===== src/rtl/game_tick_scheduler.sv =====
// Clock-enable tick generator for hero and game logic, with run/pause/step
// control, a frame counter, and a valid/ready port for changing tick periods.
module game_tick_scheduler #(
  parameter int CNT_W        = 24,
  parameter int HERO_DIV_DEF = 2500000,
  parameter int GAME_DIV_DEF = 1000000,
  parameter int FRAME_W      = 16
) (
  input  logic               clk,
  input  logic               rst,
  input  logic               run,
  input  logic               step,
  input  logic               cfg_valid,
  input  logic               cfg_sel,
  input  logic [CNT_W-1:0]   cfg_div,
  output logic               cfg_ready,
  output logic               tick_hero,
  output logic               tick_game,
  output logic [FRAME_W-1:0] frame_cnt,
  output logic [1:0]         state
);

  localparam logic [1:0] IDLE  = 2'd0;
  localparam logic [1:0] RUN   = 2'd1;
  localparam logic [1:0] PAUSE = 2'd2;
  localparam logic [1:0] STEP  = 2'd3;

  logic [CNT_W-1:0] cnt_hero;
  logic [CNT_W-1:0] cnt_game;
  logic [CNT_W-1:0] div_hero;
  logic [CNT_W-1:0] div_game;
  logic [CNT_W-1:0] cfg_div_clamped;
  logic [1:0]       state_nxt;
  logic             cfg_fire;
  logic             step_enter;
  logic             wrap_hero;
  logic             wrap_game;

  // Handshake: a transfer happens on any rising edge where cfg_valid and
  // cfg_ready are both 1; the requester holds cfg_sel/cfg_div stable until then.
  assign cfg_ready       = (state == IDLE) || (state == PAUSE);
  assign cfg_fire        = cfg_valid && cfg_ready;
  assign step_enter      = (state == PAUSE) && !run && step;
  assign wrap_hero       = (cnt_hero == div_hero - CNT_W'(1));
  assign wrap_game       = (cnt_game == div_game - CNT_W'(1));
  assign cfg_div_clamped = (cfg_div < CNT_W'(2)) ? CNT_W'(2) : cfg_div;

  always_comb begin
    state_nxt = state;
    case (state)
      IDLE:    if (run) state_nxt = RUN;
      RUN:     if (!run) state_nxt = PAUSE;
      PAUSE: begin
        if (run)       state_nxt = RUN;
        else if (step) state_nxt = STEP;
      end
      default: state_nxt = PAUSE;
    endcase
  end

  always_ff @(posedge clk) begin
    if (rst) begin
      state     <= IDLE;
      cnt_hero  <= '0;
      cnt_game  <= '0;
      div_hero  <= CNT_W'(HERO_DIV_DEF);
      div_game  <= CNT_W'(GAME_DIV_DEF);
      tick_hero <= 1'b0;
      tick_game <= 1'b0;
      frame_cnt <= '0;
    end else begin
      state     <= state_nxt;
      tick_hero <= 1'b0;
      tick_game <= 1'b0;

      if (state == RUN) begin
        if (wrap_hero) begin
          cnt_hero  <= '0;
          tick_hero <= 1'b1;
        end else begin
          cnt_hero <= cnt_hero + CNT_W'(1);
        end
        if (wrap_game) begin
          cnt_game  <= '0;
          tick_game <= 1'b1;
          frame_cnt <= frame_cnt + FRAME_W'(1);
        end else begin
          cnt_game <= cnt_game + CNT_W'(1);
        end
      end

      if (cfg_fire) begin
        if (cfg_sel) begin
          div_hero <= cfg_div_clamped;
          cnt_hero <= '0;
        end else begin
          div_game <= cfg_div_clamped;
          cnt_game <= '0;
        end
      end

      // A step restarts both phases, so it overrides a same-edge counter clear.
      if (step_enter) begin
        cnt_hero  <= '0;
        cnt_game  <= '0;
        tick_hero <= 1'b1;
        tick_game <= 1'b1;
        frame_cnt <= frame_cnt + FRAME_W'(1);
      end
    end
  end

endmodule


===== config.mk =====
export PLATFORM = sky130hd
export DESIGN_NAME = game_tick_scheduler
export DESIGN_NICKNAME = d
export VERILOG_FILES = /design/src/rtl/game_tick_scheduler.sv
export SDC_FILE = /design/constraint.sdc
export NUM_CORES = 1
export LEC_CHECK = 0
export CAP_MARGIN = 20
export CELL_PAD_IN_SITES_DETAIL_PLACEMENT = 1
export CELL_PAD_IN_SITES_GLOBAL_PLACEMENT = 2
export CORE_ASPECT_RATIO = 1.5
export CORE_MARGIN = 2
export CORE_UTILIZATION = 39
export CTS_BUF_LIST = sky130_fd_sc_hd__clkbuf_2
export CTS_CLUSTER_DIAMETER = 40
export DETAILED_ROUTE_END_ITERATION = 7
export HOLD_SLACK_MARGIN = 0.08
export PLACE_DENSITY = 0.89
export SLEW_MARGIN = 20
export SYNTH_ARGS = -nofsm -noshare
export SYNTH_HDL_FRONTEND = slang
export SYNTH_SLANG_ARGS = --single-unit

===== constraint.sdc =====
create_clock -name clk -period 5.3 [get_ports clk]
set_input_delay 1.06 -clock clk [delete_from_list [all_inputs] [get_ports clk]]
set_output_delay 1.06 -clock clk [all_outputs]
set_load 0.02 [all_outputs]

# ---- After elaboration in Yosys (flattened, before gate mapping)
# Cells that the tools add are included.
dict set report totals {
  ff_bits 116
  inputBits 30
  out_inout_bits 21
}
dict set report classes {
  n_addsub 5
  magnitude_cmp 1
  eq_ne 7
  mux 23
  bitwise_logic 1
  n_reduce_logical 13
}
# op count
set op_table {}
lappend op_table {{two-way mux 24 bit} 9}
lappend op_table {{adder 24 x 1 -> 24 bit (second input constant)} 2}
lappend op_table {{equality test 24 bit} 2}
lappend op_table {{two-way mux 16 bit} 3}
lappend op_table {{subtractor 24 x 1 -> 24 bit (second input constant)} 2}
lappend op_table {{less-than comparator 24 x 2 -> 1 bit (second input constant)} 1}
lappend op_table {{adder 16 x 1 -> 16 bit (second input constant)} 1}
lappend op_table {{two-way mux 2 bit} 4}
lappend op_table {{two-way mux 1 bit} 6}
lappend op_table {{one-hot mux 2 bit (3 select lines)} 1}
lappend op_table {{AND reduction 2 bit} 3}
lappend op_table {{!= test 2 bit (second input constant)} 2}
lappend op_table {{nonzero test 2 bit} 2}
lappend op_table {{logical AND 1 bit} 3}
lappend op_table {{!= test 3 bit (second input constant)} 1}
lappend op_table {{AND reduction 3 bit} 1}
lappend op_table {{equality test 2 x 1 -> 1 bit (second input constant)} 1}
lappend op_table {{equality test 2 bit (second input constant)} 1}
lappend op_table {{zero test 2 bit} 1}
lappend op_table {{OR reduction 2 bit} 1}
lappend op_table {{zero test 1 bit} 1}
lappend op_table {{logical OR 1 bit} 1}
lappend op_table {{inverter 1 bit} 1}

# ---- Logic depth before layout (Yosys ltp)
dict set report depth {
  depth_word 6
  depth_mapped 13
  depth_no_buf 10
}

# ---- Worst setup path after synthesis
# OpenSTA, ideal clock, no wires.
dict set report synth_timing {
  kind {register to register}
  from {register div_game[3]}
  to {register frame_cnt[5]}
  t_arrival_ps 3379
  required_ps 5177
  slack_ps 1797
  stages_incl_launch_ff 13
  n_path_buf 4
  path_cell_list {dfxtp_1 -> clkbuf_1 -> or4_1 -> buf_2 -> or4_4 -> or2_0 -> o41ai_1 -> nand4_1 -> or4_1 -> buf_2 -> buf_6 -> a21oi_2 -> mux2_1}
}
dict set report synth_between {
  elab_chain_len 4
}
# element line
set synth_lines {}
lappend synth_lines {{from (decl)} 31} ;# logic [CNT_W-1:0] div_game;
lappend synth_lines {{from (signal assigned)} 67} ;# div_game <= CNT_W'(GAME_DIV_DEF);
lappend synth_lines {{from (signal assigned)} 97} ;# div_game <= cfg_div_clamped;
lappend synth_lines {{subtractor 24 x 1 -> 24 bit} 45} ;# assign wrap_game = (cnt_game == div_game - CNT_W'(1));
lappend synth_lines {{equality test 24 bit} 45}
lappend synth_lines {{nonzero test 2 bit (no source line)} n/a}
lappend synth_lines {{AND reduction 2 bit (no source line)} n/a}
lappend synth_lines {{to (signal assigned)} 86} ;# frame_cnt <= frame_cnt + FRAME_W'(1);
lappend synth_lines {{to (signal assigned)} 108} ;# frame_cnt <= frame_cnt + FRAME_W'(1);
lappend synth_lines {{to (decl)} 19} ;# output logic [FRAME_W-1:0] frame_cnt,
# No other way between the ends.
# A chain may end at the register's enable or synchronous reset.

# ---- Final worst setup path
dict set report layout_timing {
  from {register div_game[0]}
  to {register cnt_game[13]}
}
dict set report layout_between {
  elab_chain_len 6
}
# element line
set layout_lines {}
lappend layout_lines {{subtractor 24 x 1 -> 24 bit (*)} 45}
lappend layout_lines {{equality test 24 bit (*)} 45}
lappend layout_lines {{two-way mux 24 bit (*)} 83} ;# if (wrap_game) begin
lappend layout_lines {{two-way mux 24 bit (*)} 76} ;# if (state == RUN) begin
lappend layout_lines {{two-way mux 24 bit} 93} ;# if (cfg_sel) begin
lappend layout_lines {{two-way mux 24 bit (*)} 92} ;# if (cfg_fire) begin
lappend layout_lines {{to (signal assigned)} 88} ;# cnt_game <= cnt_game + CNT_W'(1);
lappend layout_lines {{to (decl)} 29} ;# logic [CNT_W-1:0] cnt_game;
# Every way passes the cells marked *; elsewhere a longest branch is shown, timed or not.

==> impl_metrics.toml <==
[outcome]
status = "finished clean"

[grt]
grt-ovfl-total = 0
antenna_found_initial = 1
grt.total_usage_pct = 22.3
grt_pass1_vias = 6319
grt_max_degree = 85
grt_pass1_wl_mm = 31.5

[yosys]
synth-seq-cells = 116
netlist-cell-type-count = 68
yosys.area.top_type = "dfxtp_1"
synth_fp_nets = 877
yosysWarnings = 0
synth_edf_count = 0
synthArstFlopShare_pct = 0
synthFlopType = "dfxtp_1"
synthCells = 842
synth_seq_area_share_pct = 35.3
synth_area_leaders = "dfxtp_1 (35%), nand2_1 (7.5%), xnor2_1 (6.8%)"
syn-cell-area_mm2 = 0.00659
syn_avg_cell_area_um2 = 7.82
netlist.area_leader.share_pct = 35.3

[detailed_routing]
via_per_inst = 5.59
dr.max_layer_used = "met4"
wl_met3_um = 463
ant_nets = 0
dr_total_vias = 6101
wirelength_mm = 19.2
drc = 0
dr.pass1.iters = 4
drt_iter0_drc = 293
wl_per_cell_um = 17.6
dr_wl_met2_mm = 10.1
wl_met1_mm = 8.06

[power_and_ir_drop]
internal_power_mw = 1.20
power_frac_seq_pct = 54.5
power_frac_comb_pct = 13.1
netSwitchingFraction_pct = 29.8
power_mw = 1.71
irDropWorstVdd_v = 0.000155
p_clk_share_pct = 32.4
leakage_nw = 2.56
p_sw_mw = 0.509
power.density_mw_per_mm2 = 231

[placement]
gp_routability_congestion = 0.887
place_area_mm2 = 0.00719
dp_hpwl_mm = 14.4
io_buffers = 50
dp_cells = 1060

[run]
drv_cap = 0

[finish]
syn_to_final_growth_pct = 12.4
final_area_mm2 = 0.00740
layout.nets = 904
seqCellArea_mm2 = 0.00232
nFillCells = 2070
final_util_pct = 44.4
drive_gt1_share_pct = 6.92
layout.cells.non_filler = 1092
multi_input_area_mm2 = 0.00402

[clock_tree]
path_clk_slew_ns = 0.17
cts_tree = "yes"
cts_resized = 0
postCtsSetupBuffers = 0
cts-root-buf = "clkbuf_2"
cts_buffers = 17
cts.sinks = 116
clock_latency_ns = 0.70
clockBufferDepth = 2
htreeDepth = 4
ctsHoldBuffers = 0

[floorplanning]
ios = 51
row_count = 58
core_mm2 = 0.0167
start_util_pct = 39.5
die_x_um = 110
dieArea_mm2 = 0.0180
die_height_um = 163

[sta]
rsz0062_at_grt = "false"
finalSetupViolCount = 0
period_minus_slack_ns = 4.55
max_freq_mhz = 220
finalHoldViolations = 0
min_period_over_period_pct = 85.9
setup_tns_ns = 0
worst_pin_slew_ns = 0.928
slew_viol_final = 0
finClkSkew_ns = 0.0305
relSlewSlack_pct = 38.0

[min_path]
holdCritPathClass = "reg2reg"
whs_path_depth = 2

[setup_path]
start_kind = "flip-flop"
worstPathMaxFanout = 23
worstPathRequired_ns = 5.85
crit_path_end_kind = "flip-flop"
cp.arrival_ns = 5.10
crit_type = "reg2reg"
r2r_slack_ns = 0.75
reg2reg_depth = 10
==> power by group through the flow <==
| stage | combinational (mW) | clock (mW) | sequential (mW) |
|---|---|---|---|
| finish | 0.224 | 0.554 | 0.932 |
| CTS | 0.225 | 0.576 | 0.932 |
| global route | 0.249 | 0.609 | 0.938 |
| detailed placement | 0.223 | 0 | 0.950 |
| global placement | 0.214 | 0 | 0.948 |
| floorplan | 0.154 | 0 | 0.934 |
==> worst paths after layout <==
| check | from | end |
|---|---|---|
| hold / removal | div_game[23]$_SDFFE_PP0P_ | div_game[23]$_SDFFE_PP0P_ |
| setup / recovery | div_game[0]$_SDFFE_PP0P_ | cnt_game[13]$_SDFF_PP0_ |
| setup reg to reg | div_game[0]$_SDFFE_PP0P_ | cnt_game[13]$_SDFF_PP0_ |
| hold reg to reg | div_game[23]$_SDFFE_PP0P_ | div_game[23]$_SDFFE_PP0P_ |
==> cell type report <==
class	count	share of cell area, %
inverters	14	0.710
clock buffers	19	1.28
flip-flops and latches	116	31.4
repair buffers	55	7.20
clock inverters	12	1.55
well taps	210	3.55
diodes	1	0.0338
multi-input cells	665	54.3
==> per-layer routing <==
layer  GRT usage [%]  vias up
met2            40.5       99
met4            8.75        0
met3            3.95       43
li1                -     2978
met1            25.4     2981
met5               0        -
==> critical path, stage by stage (launching register included) <==
cell and delay [ns]:
dfxtp_1 0.39, inv_1 0.07, ha_1 0.29, nor4b_1 0.68, nand4_1 0.31, or3_1 0.39, a32oi_1 0.20, a21oi_1 0.14
or4_1 0.94, nand3_1 0.87, nor2_1 0.11
==> metrics by stage <==
stage                     hold WS [ns]  setup WS (ns)
after floorplan                  0.449           1.80
after global placement           0.469           1.04
after detailed placement         0.476          0.734
after CTS                        0.496          0.744
after global routing             0.532          0.391
final                            0.490          0.748
==> logic make-up (layout without fill, tap and decap cells) <==
family                   after synthesis  in the layout  synth area share (%)
other                                  0              1                     0
AO/OA/AOI/OAI                        114            114                  11.4
buffers and inverters                 61            100                  3.70
adder cells (fa/ha/maj)                6              6                  1.10
multiplexers                          15             15                  2.55
flip-flops                           116            116                  35.3
AND/OR/NAND/NOR                      429            429                  32.4
XOR/XNOR                             101            101                  13.7
==> sequential cells by signal, summed over array words and instances (netlist names) <==
register,count
cnt_game,24
cnt_hero,24
div_game,24
div_hero,24
frame_cnt,16
state,2
tick_game,1
tick_hero,1
==> synthesized netlist by cell type (all sizes together), types with 3 or more instances <==
cell type and number:
a211o 4, a211oi 3, a21boi 3, a21oi 53, a31oi 3, and2 7, and3 15, and4 5
buf 8, clkbuf 39, dfxtp 116, ha 5, inv 14, mux2 14, nand2 131, nand3 30
nand3b 16, nand4 25, nor2 105, nor2b 17, nor3 21, nor4 20, nor4b 6, o21ai 15
o41ai 5, or2 3, or3 7, or3b 4, or4 7, or4b 3, xnor2 51, xor2 49
==> placed cells by master (no fill, tap or decap), types with 5 or more instances in the layout <==
cell type / instances
a21oi_1: 46
a21oi_2: 7
and2_1: 7
and3_1: 15
and4_1: 5
buf_4: 5
clkbuf_2: 19
clkdlybuf4s50_1: 49
clkinv_2: 5
dfxtp_1: 116
ha_1: 5
inv_1: 14
mux2_1: 7
mux2_2: 7
nand2_1: 131
nand3_1: 30
nand3b_1: 16
nand4_1: 25
nor2_1: 105
nor2b_1: 17
nor3_1: 21
nor4_1: 20
nor4b_1: 5
o21ai_0: 14
o41ai_1: 5
or3_1: 7
or4_1: 6
xnor2_1: 51
xor2_1: 49
(Power assumes the default switching activity.)
==> variant 1 (config.mk and constraints unchanged) <==
Register the input `cfg_div` before use, cleared by the reset. The logic sees it one clock later. The other inputs are not delayed to match.
--- a/src/rtl/game_tick_scheduler.sv
+++ b/src/rtl/game_tick_scheduler.sv
@@ -25,6 +25,16 @@
   localparam logic [1:0] PAUSE = 2'd2;
   localparam logic [1:0] STEP  = 2'd3;
 
+  logic [CNT_W-1:0] cfg_div_q;
+
+  always_ff @(posedge clk) begin
+    if (rst) begin
+      cfg_div_q <= '0;
+    end else begin
+      cfg_div_q <= cfg_div;
+    end
+  end
+
   logic [CNT_W-1:0] cnt_hero;
   logic [CNT_W-1:0] cnt_game;
   logic [CNT_W-1:0] div_hero;
@@ -43,7 +53,7 @@
   assign step_enter      = (state == PAUSE) && !run && step;
   assign wrap_hero       = (cnt_hero == div_hero - CNT_W'(1));
   assign wrap_game       = (cnt_game == div_game - CNT_W'(1));
-  assign cfg_div_clamped = (cfg_div < CNT_W'(2)) ? CNT_W'(2) : cfg_div;
+  assign cfg_div_clamped = (cfg_div_q < CNT_W'(2)) ? CNT_W'(2) : cfg_div_q;
 
   always_comb begin
     state_nxt = state;
Function: changed (a bounded check fails within 4 cycles, from zero or initial values and one cycle with rst high).
==> variant 1 against the original RTL <==
Final cell count increased by 3.8%. Synthesized area increased by 6.3%. Global-route usage decreased by 1.9 points. Die area increased by 6.1%. Sequential cell count increased by 24. Worst setup slack improved by 0.59 ns. Via count increased by 0.93%. Wire length decreased by 2.7%. Design area increased by 7.2%. Total power increased by 21%. First-iteration DRC count decreased by 13%. Critical path type unchanged. Largest cell class unchanged.
==> variant 1: results (changes against the original RTL) <==
Clock tree
  • Hold_buf cts: 0 (unchanged)
  • Longest Clk Path Bufs: 2 (unchanged)
  • Clk Latency, worst-skew pair: 0.73 ns (+0.03 ns)
  • PostCTS Resize Cnt: 0 (unchanged)
  • Root buf cell: clkbuf_2
  • Reg clk slew, reported paths: 0.24 ns (+0.07 ns)
  • # H-tree levels: 4 (unchanged)
  • Setup bufs post-CTS: 0 (unchanged)
  • Total CTS buffers: 17 (unchanged)

Place
  • Final HPWL DP: 14.02 mm (-2.9%)
  • Placed instance area: 0.007636 mm^2 (+6.2%)
  • # port buffers: 50 (unchanged)
  • Placer Congestion: 0.8508 (-4.1%)

Critical path
  • Crit path largest cell delay: 0.74 ns (-0.20 ns)
  • Crit path from: div_game[4]
  • Slowest-stage cell, CP: nor3_1
  • Crit path max-delay family: simple AND/OR/NAND/NOR gates
  • Reg2Reg Setup Slack: 1.34 ns (+0.59 ns)
  • Crit path max fanout: 19 (-17%)
  • Crit Reg-Reg Endpoint: frame_cnt[15]
  • Reg2reg path depth: 9 (-1)
  • Critical Path AT: 4.63 ns (-0.47 ns)
  • Classification of the worst setup path: flip-flop to flip-flop

GRT
  • Largest net degree at the start of global routing: 50 (-41%)
  • First-pass GRT wire length: 31.20 mm (-0.79%)
  • Initial antenna violation count: 1 (unchanged)
  • GR Util All Layers: 20.48% (-1.9 points)

Power and ir drop
  • Leak: 2.712 nW (+6.1%)
  • Worst VDD drop: 0.1305 mV (-16%)

Final layout
  • # fillers: 2193 (+5.9%)
  • Nets: 937 (+3.7%)
  • Layout cells sized above 1: 5.246% (-1.7 points)

Timing
  • Setup_tns: 0 ns (unchanged)
  • Hold WS: 0.4720 ns (-0.01835 ns)
  • Clk_skew: 0.03168 ns (+0.001136 ns)
  • Worst slew margin: 32.03% (-5.9 points)

Worst hold path
  • Hold Crit Class: flip-flop to flip-flop
  • Hold EP: div_hero[12]
  • Hold Startpoint: cfg_div_q[12]
  • Min-Delay Path Depth: 2 (unchanged)

Status
  • Status: finished clean

Synthesis
  • Post-synth ARST share: 0% (unchanged)
  • Synth top area cells: dfxtp_1 (40%), nand2_1 (6.7%), xnor2_1 (6.3%)
  • Sequential-to-total area share from yosys stat: 40.01% (+4.8 points)
  • Ys Warns: 0 (unchanged)
  • Synth unique cells: 64 (-5.9%)
  • Mapped Nets: 907 (+3.4%)
  • Commonest cells post-synth: dfxtp_1 (140), nand2_1 (125), nor2_1 (93)

Routing
  • DRT iter0 DRCs: 255 (-13%)
  • Pre-antenna DRT Iters: 4 (unchanged)
  • Vias: 6158 (+0.93%)
  • Wirelength, routed: 18.67 mm (-2.7%)
-- variant 1: stage by stage --
step | std cells | setup WS, ns | util [%]
2_1_floorplan | 872 | 2.017 | -
3_3_place_gp | 1100 | 1.471 | 42.92
3_5_place_dp | 1100 | 1.388 | 42.92
4_1_cts | 1132 | 1.355 | 44.59
5_1_grt | 1134 | 0.9903 | 44.62
6_report | 1134 | 1.337 | 44.62
-- variant 1: per-layer routing --
| layer | wire length [um] | track usage (%) | up-vias |
|---|---|---|---|
| li1 | - | - | 3089 |
| met3 | 297 | 4.284 | 31 |
| met4 | 558 | 7.794 | 0 |
| met2 | 9674 | 36.76 | 72 |
| met5 | 0 | 0 | - |
| met1 | 8136 | 23.63 | 2966 |
-- variant 1: final cells by class --
type | count | area share (%)
clock buffers | 17 | 1.072
well taps | 217 | 3.420
inverters | 17 | 0.8038
flip-flops and latches | 140 | 35.30
diodes | 2 | 0.06304
clock inverters | 15 | 2.679
repair buffers | 56 | 6.809
multi-input cells | 670 | 49.85
-- variant 1: power by group --
part	switching [mW]	total (mW)	internal, mW
clock	0.443	0.762	0.319
sequential	0.0379	1.12	1.08
combinational	0.104	0.185	0.0808
-- variant 1: logic make-up (layout without fill, tap and decap cells) --
group	after synthesis	after routing	synth area share, %
DFF	140	140	40.01
muxes	3	3	0.4465
and+or+nand+nor	432	432	30.88
AOI/OAI and AO/OA	132	132	11.91
other	0	2	0
xor gates and xnor gates	97	97	12.13
buffers and inverters	62	105	3.590
adders and majority gates	6	6	1.036
-- variant 1: worst reg2reg max path, cell delays in order, from the launching register on --
cell and delay, ns:
dfxtp_1 0.43, nor3_1 0.74, nand4_1 0.42, mux2i_1 0.24, o311ai_0 0.14, a2111oi_0 0.54
a31oi_2 0.41, buf_4 0.31, nor4_1 0.30, mux2_2 0.36
==> variant 2 (config.mk and constraints unchanged) <==
Without the edit above. The parameter `CNT_W` goes from 24 to 36.
--- a/src/rtl/game_tick_scheduler.sv
+++ b/src/rtl/game_tick_scheduler.sv
@@ -1,7 +1,7 @@
 // Clock-enable tick generator for hero and game logic, with run/pause/step
 // control, a frame counter, and a valid/ready port for changing tick periods.
 module game_tick_scheduler #(
-  parameter int CNT_W        = 24,
+  parameter int CNT_W        = 36,
   parameter int HERO_DIV_DEF = 2500000,
   parameter int GAME_DIV_DEF = 1000000,
   parameter int FRAME_W      = 16
Interface: changed (resized cfg_div); port bits go from 51 to 63. The function was not compared with the original's and may differ.
==> variant 2 against the original RTL <==
Sequential cell count is 48 higher. Design area is 42% higher. Synthesized area is 44% higher. First-iteration DRC count is 6.8% higher. Clock skew is 0.0029 ns higher. Worst setup slack better by 0.40 ns. Final cell count is 44% higher. Hold slack better by 0.021 ns. Clock power is 18% higher. Total power is 35% higher. Wire length is 42% higher. Critical path type unchanged. Critical endpoint is now frame_cnt[13]. Largest cell class unchanged. Largest power group unchanged.
==> variant 2: results (changes against the original RTL) <==
Status
  • Status: finished clean

GRT
  • Largest net degree at the start of global routing: 91 (+7.1%)
  • Met2 usage in global routing: 38.95% (-1.6 points)
  • GR Layer Usage met1: 26.01% (+0.64 points)
  • Initial antenna violation count: 3 (+2)
  • First-pass GRT wire length: 45.07 mm (+43%)

Routing
  • WL met3: 530 um (+14%)
  • DRT iter0 DRCs: 313 (+6.8%)
  • WL met2: 13.76 mm (+36%)
  • Via/cell ratio: 5.446 (-2.5%)
  • Pre-antenna DRT Iters: 5 (+1)
  • Routed WL per cell: 17.34 um (-1.3%)

Synthesis
  • XOR/XNOR Fraction of Synth Area: 14.61% (+0.95 points)
  • Mapped Nets: 1261 (+44%)
  • Sequential-to-total area share from yosys stat: 34.66% (-0.59 points)
  • Synth Area in Compound Gates: 10.91% (-0.47 points)
  • Synth unique cells: 72 (+5.9%)
  • Fraction of the mapped netlist area in adder cells: 0.7662% (-0.34 points)
  • Commonest cells post-synth: nand2_1 (201), dfxtp_1 (164), nor2_1 (131)
  • Synth Instances: 1214 (+44%)
  • Mux contribution to synthesized area: 2.087% (-0.46 points)

Timing
  • Hold WS: 0.5112 ns (+0.02079 ns)
  • Clk_skew: 0.03348 ns (+0.002945 ns)
  • Worst-Margin Slew: 0.9065 ns (-0.02131 ns)

Final layout
  • Multi-input combinational area share: 55.62% (+1.3 points)
  • Finished Layout Cells: 1569 (+44%)
  • Clkbuf count: 17 (-2)
  • Multi-input gates: 966 (+45%)
  • Layout cells sized above 1: 5.854% (-1.1 points)
  • # fillers: 2942 (+42%)
  • NonClk Buf Share: 6.614% (-0.58 points)
  • Seq area share: 31.33% (-0.035 points)
  • Non-clk bufs: 72 (+31%)

Place
  • Placed cell count: 1535 (+45%)
  • Placed instance area: 0.01026 mm^2 (+43%)
  • Final HPWL DP: 20.85 mm (+44%)
  • Placer Congestion: 0.8712 (-1.8%)

Clock tree
  • Reg clk slew, reported paths: 0.26 ns (+0.09 ns)
  • CTS Sinks: 164 (+41%)

Power and ir drop
  • Worst VDD drop: 0.1503 mV (-3.0%)
  • Leak: 3.610 nW (+41%)
  • Psw: 0.7332 mW (+44%)
  • Total Power: 2.314 mW (+35%)

Die
  • Row count: 69 (+19%)

Critical path
  • Reg2reg path depth: 11 (+1)
  • Crit path max fanout: 16 (-30%)
  • Crit path largest cell delay: 0.59 ns (-0.35 ns)
  • Slowest-stage cell, CP: or3_1
  • Reg2Reg Setup Slack: 1.15 ns (+0.40 ns)

Worst hold path
  • Hold Startpoint: div_game[34]
==> variant 2: cell types whose count changed in the layout (fill, tap and decap cells not counted), moves of 22 or more <==
cell     change
nand2_1     +70
dfxtp_1     +48
xor2_1      +35
a21oi_1     +34
nor2_1      +26
xnor2_1     +23
nand3_1     +22
==> variant 2: how the worst max path moves through the flow <==
stage                            start             to  slack [ns]  cells after the start
after floorplan            div_game[3]  frame_cnt[13]        1.81                     12
after global placement     div_game[2]  frame_cnt[12]        1.26                      9
after detailed placement   div_game[2]  frame_cnt[13]        1.21                      9
after CTS                  div_game[2]  frame_cnt[13]        1.17                      9
after global routing      div_game[10]  frame_cnt[13]        0.81                      9
final                      div_game[0]  frame_cnt[13]        1.15                     11
==> variant 2: worst reg2reg max path: cells and delay by family (launching register included) <==
family | cells | cell delay [ns]
fa+ha+maj | 1 | 0.49
flops | 1 | 0.44
buf+inv | 2 | 0.35
simple gates | 3 | 1.26
compound gates | 4 | 1.20
mux | 1 | 0.35
